$ cat src/rtl/asrv32_memoryaccess.sv
// Load/store unit: runs one Wishbone-classic data transaction per memory instruction and
// stalls the core FSM until it completes. Misaligned accesses are flagged, never issued.
module asrv32_memoryaccess (
  input  logic        i_clk,
  input  logic        i_rst_n,
  input  logic        i_ce,
  input  logic        i_opcode_load,
  input  logic        i_opcode_store,
  input  logic [2:0]  i_funct3,
  input  logic [31:0] i_addr,
  input  logic [31:0] i_rs2_data,
  output logic        o_stall,
  output logic [31:0] o_data_load,
  output logic        o_addr_misaligned_load,
  output logic        o_addr_misaligned_store,
  output logic        o_wb_cyc,
  output logic        o_wb_stb,
  output logic        o_wb_we,
  output logic [31:0] o_wb_addr,
  output logic [31:0] o_wb_data,
  output logic [3:0]  o_wb_sel,
  input  logic        i_wb_ack,
  input  logic [31:0] i_wb_data
);

  typedef enum logic {S_IDLE, S_BUS} state_t;

  state_t      state;
  logic        done_q;
  logic [2:0]  funct3_q;
  logic [1:0]  addr_lo_q;

  logic        mem_op;
  logic        is_byte;
  logic        is_half;
  logic        is_word;
  logic        misaligned;
  logic        start;
  logic [3:0]  sel_next;
  logic [31:0] data_next;
  logic [7:0]  byte_lane;
  logic [15:0] half_lane;
  logic [31:0] load_ext;

  assign mem_op  = i_opcode_load | i_opcode_store;
  assign is_byte = (i_funct3[1:0] == 2'b00);
  assign is_half = (i_funct3[1:0] == 2'b01);
  assign is_word = ~(is_byte | is_half);

  assign misaligned = (is_half & i_addr[0]) | (is_word & (|i_addr[1:0]));

  // Combinational outputs are also gated by reset so every output reads 0 while it is held.
  assign o_addr_misaligned_load  = i_rst_n & i_ce & i_opcode_load  & misaligned;
  assign o_addr_misaligned_store = i_rst_n & i_ce & i_opcode_store & misaligned;
  assign o_stall = i_rst_n & i_ce & mem_op & ~misaligned & ~done_q;
  assign start   = i_ce & mem_op & ~misaligned & ~done_q & (state == S_IDLE);

  always_comb begin
    sel_next  = 4'b1111;
    data_next = i_rs2_data;
    if (is_byte) begin
      sel_next  = 4'b0001 << i_addr[1:0];
      data_next = {4{i_rs2_data[7:0]}};
    end else if (is_half) begin
      sel_next  = i_addr[1] ? 4'b1100 : 4'b0011;
      data_next = {2{i_rs2_data[15:0]}};
    end
  end

  always_comb begin
    byte_lane = i_wb_data[7:0];
    case (addr_lo_q)
      2'd1:    byte_lane = i_wb_data[15:8];
      2'd2:    byte_lane = i_wb_data[23:16];
      2'd3:    byte_lane = i_wb_data[31:24];
      default: byte_lane = i_wb_data[7:0];
    endcase
    half_lane = addr_lo_q[1] ? i_wb_data[31:16] : i_wb_data[15:0];
    case (funct3_q[1:0])
      2'b00:   load_ext = {{24{~funct3_q[2] & byte_lane[7]}}, byte_lane};
      2'b01:   load_ext = {{16{~funct3_q[2] & half_lane[15]}}, half_lane};
      default: load_ext = i_wb_data;
    endcase
  end

  always_ff @(posedge i_clk or negedge i_rst_n) begin
    if (!i_rst_n) begin
      state       <= S_IDLE;
      done_q      <= 1'b0;
      funct3_q    <= 3'b000;
      addr_lo_q   <= 2'b00;
      o_wb_cyc    <= 1'b0;
      o_wb_stb    <= 1'b0;
      o_wb_we     <= 1'b0;
      o_wb_addr   <= 32'h0;
      o_wb_data   <= 32'h0;
      o_wb_sel    <= 4'h0;
      o_data_load <= 32'h0;
    end else begin
      // done_q blocks a repeat access while the FSM lingers in MEMORYACCESS after completion.
      if (!i_ce) done_q <= 1'b0;
      case (state)
        S_IDLE: begin
          if (start) begin
            state     <= S_BUS;
            o_wb_cyc  <= 1'b1;
            o_wb_stb  <= 1'b1;
            o_wb_we   <= i_opcode_store;
            o_wb_addr <= {i_addr[31:2], 2'b00};
            o_wb_sel  <= sel_next;
            o_wb_data <= i_opcode_store ? data_next : 32'h0;
            funct3_q  <= i_funct3;
            addr_lo_q <= i_addr[1:0];
          end
        end
        S_BUS: begin
          if (i_wb_ack) begin
            state    <= S_IDLE;
            o_wb_cyc <= 1'b0;
            o_wb_stb <= 1'b0;
            done_q   <= 1'b1;
            if (!o_wb_we) o_data_load <= load_ext;
          end
        end
        default: state <= S_IDLE;
      endcase
    end
  end

endmodule

$ cat config.mk
export PLATFORM = sky130hd
export DESIGN_NAME = asrv32_memoryaccess
export DESIGN_NICKNAME = d
export VERILOG_FILES = /design/src/rtl/asrv32_memoryaccess.sv
export SDC_FILE = /design/constraint.sdc
export NUM_CORES = 1
export LEC_CHECK = 0
export CAP_MARGIN = 0
export CELL_PAD_IN_SITES_DETAIL_PLACEMENT = 0
export CELL_PAD_IN_SITES_GLOBAL_PLACEMENT = 1
export CORE_ASPECT_RATIO = 1.1
export CORE_UTILIZATION = 29
export CTS_BUF_LIST = sky130_fd_sc_hd__clkbuf_4 sky130_fd_sc_hd__clkbuf_8 sky130_fd_sc_hd__clkbuf_16
export CTS_CLUSTER_SIZE = 10
export DETAILED_ROUTE_END_ITERATION = 12
export PLACE_DENSITY_LB_ADDON = 0.1
export SKIP_LAST_GASP = 1
export SLEW_MARGIN = 40
export SYNTH_ARGS = -nofsm -noshare
export SYNTH_HDL_FRONTEND = slang
export SYNTH_SLANG_ARGS = --single-unit
$ cat constraint.sdc
create_clock -name i_clk -period 1.5 [get_ports i_clk]
set_input_delay 0.15 -clock i_clk [delete_from_list [all_inputs] [get_ports i_clk]]
set_output_delay 0.15 -clock i_clk [all_outputs]
set_load 0.02 [all_outputs]
# Word-level counts from Yosys, hierarchy flattened
# Cells that the tools add are included.
[totals]
reg_bits = 107
[op_classes]
bitwise = 25
n_mux = 18
n_eq_ne = 7
n_shift = 1
n_reduce_logical = 6
[op_table]
columns = ["cell", "count"]
rows = [
  ["32-bit two-way mux", 3],
  ["32-bit one-hot mux with 2 select lines", 1],
  ["8-bit one-hot mux with 3 select lines", 1],
  ["1-bit bitwise AND", 16],
  ["16-bit two-way mux", 1],
  ["4-bit two-way mux", 3],
  ["1-bit two-way mux", 7],
  ["2-bit by 1-bit equality test with 1-bit output, second input constant", 3],
  ["1-bit NOT", 6],
  ["2-bit equality test, second input constant", 2],
  ["2-bit zero test", 2],
  ["2-bit inequality test, second input constant", 2],
  ["1-bit one-hot mux with 2 select lines", 2],
  ["2-bit AND reduction", 2],
  ["1-bit by 2-bit left shift with 4-bit output, first input constant", 1],
  ["1-bit OR", 3],
  ["3-bit AND reduction", 1],
  ["2-bit OR reduction", 1],
]

# Logic depth before layout (Yosys ltp)
[depth]
word_depth = 11
depth_mapped = 7
depth_no_buf = 4

# Worst setup path before layout
# Ideal clock, no wire load.
[synth_timing]
kind = "reg-to-reg"
start = "register state"
end = "register o_wb_addr[10]"
path_buffers = 2
setup_time_ns = 0.125
synth_period_minus_slack_ns = 1.578
path_stages_with_launch = 6
t_arrival_ns = 1.453
slack_ns = -0.078
t_required_ns = 1.375
cell_sequence = "dfrtp_1 -> nand2b_1 -> a2111o_1 -> buf_2 -> buf_6 -> mux2_4"
[synth_via]
elab_chain_len = 3
[synth_lines]
columns = ["element", "line", "rtl"]
rows = [
  ["from (decl)", "28", "state_t state;"],
  ["from (signal assigned)", "88", "state <= S_IDLE;"],
  ["from (signal assigned)", "105", "state <= S_BUS;"],
  ["from (signal assigned)", "118", "state <= S_IDLE;"],
  ["1-bit NOT (no line) (*)", "--", ""],
  ["1-bit bitwise AND", "56", "assign start = i_ce & mem_op & ~misaligned & ~done_q & (state == S_IDLE);"],
  ["2-bit AND reduction (no line) (*)", "--", ""],
  ["to (signal assigned)", "109", "o_wb_addr <= {i_addr[31:2], 2'b00};"],
  ["to (decl)", "19", "output logic [31:0] o_wb_addr,"],
]
# Mark *: on every way between the ends. The rest lies on a longest branch, timed or not.
# A chain may end at the register's enable or synchronous reset.

# Worst setup path in the final report
[layout_timing]
start = "register state"
end = "register addr_lo_q[0]"
[layout_via]
elab_chain_len = 3
[layout_lines]
columns = ["element", "line", "rtl"]
rows = [
  ["1-bit NOT (no line) (*)", "--", ""],
  ["1-bit bitwise AND", "56", ""],
  ["2-bit AND reduction (no line) (*)", "--", ""],
  ["to (signal assigned)", "113", "addr_lo_q <= i_addr[1:0];"],
  ["to (decl)", "31", "logic [1:0] addr_lo_q;"],
]
# Marks and branches as above.

==> impl_metrics.tcl <==
set metrics [dict create \
    place_congestion 0.797 \
    crit_type "reg -> reg" \
    htree_levels 3 \
    drive_gt1_share_pct 22.3 \
    max_slew_margin_pct 60.1 \
    ioPinCount 211 \
    timing.hold.ws_ns 0.318 \
    cap_violations 0 \
    netlist_instances 480 \
    rsz0062_at_grt "yes" \
    critPathMaxStageDelay_ns 0.41 \
    synth_top_family_by_area "compound AO/OA/AOI/OAI gates" \
    yosys.area_share.simple_pct 11.7 \
    seq_area_frac_synth_pct 52.9 \
    synthMuxAreaShare_pct 15.4 \
    fmax_mhz 604 \
    grt_usage_pct 18.4 \
    path_cells "nand2b_4, a2111o_2, buf_12, buf_16, mux2_4" \
    cellLeakagePower_nw 4.27 \
    drtPass1Iterations 4 \
    ys_ff_latch 107 \
    syn_avg_cell_area_um2 10.5 \
    synth_warnings 0 \
    synth_compound_area_share_pct 15.8 \
    grt_pass1_wl_mm 25.4 \
    clockBufferDepth 2 \
    hold_viol_final 0 \
    ant_nets 0 \
    start_util_pct 29.6 \
    critPathCaptureType "flip-flop" \
    async_flop_share_pct 100 \
    p_comb_share_pct 48.2 \
    ys_types 36 \
    placed_cell_area_mm2 0.00768 \
    routed-via-count 4503 \
    layout_common_cells "clkdlybuf4s50_1 (116), dfrtp_1 (106), dlymetal6s2s_1 (47), dlygate4sd2_1 (41), buf_4 (41)" \
    tightest_slew_ns 0.598 \
    mostFrequentLayoutCell "clkdlybuf4s50_1" \
    rrSetupSlack_ns -0.16 \
    synthAdderAreaFrac_pct 0 \
    wl_per_cell_um 17.2 \
    detailedPlace.worstSlack_ns -0.541 \
    routed_wirelength_mm 16.6 \
    synth_ff_type "dfrtp_1" \
    regArea_mm2 0.00268 \
    setup_viol 72 \
    startpoint_type "flip-flop" \
    synthToLayoutAreaGrowth_pct 68.0 \
    root_buffer "clkbuf_16" \
    fillers 1588 \
    diodes 0 \
    layout_setup_ws_ns -0.156 \
    violations "setup timing" \
    p_clk_share_pct 18.6 \
    die_area_mm2 0.0180 \
    p_seq_share_pct 33.2 \
    p_per_area_mw_per_mm2 1660 \
    fp.coreArea_mm2 0.0171 \
    fin_nets 829 \
    synth-edff-count 0 \
    drt_iter0_drc 127 \
    critPathMaxFanout 5 \
    fp-row-count 50 \
    clkTransAtPathRegs_ns 0.07 \
    arrival_ns 1.90 \
    status "finished with violations" \
    cts_tree "yes" \
    switching_share_pct 37.5 \
    synthXorXnorAreaFrac_pct 0 \
    via_per_inst 4.68 \
    finalMaxSlewViolations 0 \
    stdcell_area_mm2 0.00851 \
    fin_crit_ns 1.66 \
    switchingPower_mw 5.30 \
    numPortBuffers 208 \
    power.internal_mw 8.83 \
    antenna_found_initial 0 \
    final.period_utilization_pct 110 \
    grt_pass1_vias 4680 \
    multiInputGateArea_mm2 0.00237 \
    worst_ep_required_time_ns 1.74 \
    totalPowerFinal_mw 14.1 \
    cp_slowest_cell "a2111o_2" \
    route.detailed.drc 0 \
    synthesis.area_mm2 0.00506 \
    clock_skew_ns 0.00653 \
    hp-class "in -> reg" \
    grt_max_degree 108 \
    cts_sinks 107 \
    overflow 0 \
    dieWidth_um 128 \
    fp.dieH_um 141 \
    peakVddDrop_uv 752 \
    cts_buffers 9 \
    utilization_pct 49.8 \
    clk-insertion-delay-late_ns 0.36 \
    dp_hpwl_mm 11.3 \
]
[layer usage]
metal / GRT usage, % / routed length [um]
met2: 31.4 / 8270
met5: 0 / 0
met4: 7.43 / 398
met3: 4.86 / 1110
met1: 21.9 / 6780
[area by class of cell]
type,count,area share (%)
clock buffers,9,2.65
clock inverters,6,1.15
inverters,5,0.221
multi-input cells,333,27.9
flip-flops and latches,107,31.5
well taps,234,3.44
repair buffers,268,33.1
[through the flow]
stage	std cells	TNS, ns
after floorplan	481	-0.291
after global placement	932	-36.81
after detailed placement	932	-39.15
after CTS	952	-8.10
after global routing	962	-11.37
final	962	-6.40
[critical path, delay by kind of cell, from the launching register on]
family | cells | cell delay [ns]
compound gates | 1 | 0.41
flops | 1 | 0.39
mux | 1 | 0.28
buf+inv | 2 | 0.31
simple gates | 1 | 0.14
[flip-flops by register name (all words and copies together), names as in the netlist]
| register | cells |
|---|---|
| o_data_load | 32 |
| o_wb_data | 32 |
| o_wb_addr | 30 |
| o_wb_sel | 4 |
| funct3_q | 3 |
| addr_lo_q | 2 |
| done_q | 1 |
| o_wb_stb | 1 |
| o_wb_we | 1 |
| state | 1 |
[what timing repair did]
action | CTS | global route
endpoints found under the hold margin | 107 | 0
hold buffers | 1 | 0
resized for setup | 61 | 118
pin swaps | 5 | 12
buffers inserted | 1 | 7
endpoints found under the setup margin | 122 | 146
cloned | 3 | 3
[cells in the mapped netlist (2+ instances only)]
library cell	count	area [um2]
a211o_1	7	61.3
a21oi_1	59	295
a22o_1	9	78.8
a31oi_1	7	43.8
and2_1	9	56.3
buf_1	3	11.3
buf_2	4	20.0
buf_4	3	22.5
buf_6	5	56.3
clkbuf_1	21	78.8
dfrtp_1	107	2680
inv_1	5	18.8
mux2_4	33	495
mux2i_1	25	250
nand2_1	49	184
nand2b_1	2	12.5
nand3_1	3	15.0
nand3b_1	7	52.6
nor2_1	40	150
nor2b_1	10	62.6
nor3_1	3	15.0
nor3b_1	2	15.0
nor4_1	3	18.8
o21ai_0	46	230
o21ai_1	7	35.0
[worst paths after layout]
check                                          start                           to  cells past startpoint
setup / recovery                     state$_DFF_PN0_     addr_lo_q[0]$_DFFE_PN0P_                      5
hold / removal                             i_addr[0]     addr_lo_q[0]$_DFFE_PN0P_                      3
setup reg to reg                     state$_DFF_PN0_     addr_lo_q[0]$_DFFE_PN0P_                      5
hold reg to reg            o_wb_data[31]$_DFFE_PN0P_    o_wb_data[31]$_DFFE_PN0P_                      2
max in group asynchronous                    i_rst_n     o_wb_addr[5]$_DFFE_PN0P_                      3
min in group asynchronous                    i_rst_n  o_data_load[27]$_DFFE_PN0P_                      3
[cells by family after synthesis]
logic type	after synthesis
buffers and inverters	41
AO/OA/AOI/OAI	141
multiplexers	60
other	1
AND/OR/NAND/NOR	130
flip-flops	107
[power by group through the flow]
stage | clock network, mW | registers (mW) | logic (mW)
6_report | 2.63 | 4.69 | 6.80
5_1_grt | 2.82 | 4.86 | 7.26
4_1_cts | 2.70 | 4.71 | 6.47
3_5_place_dp | 0 | 4.74 | 6.65
3_3_place_gp | 0 | 4.72 | 6.57
2_1_floorplan | 0 | 5.95 | 2.01
Power figures use the tool's default switching activity.
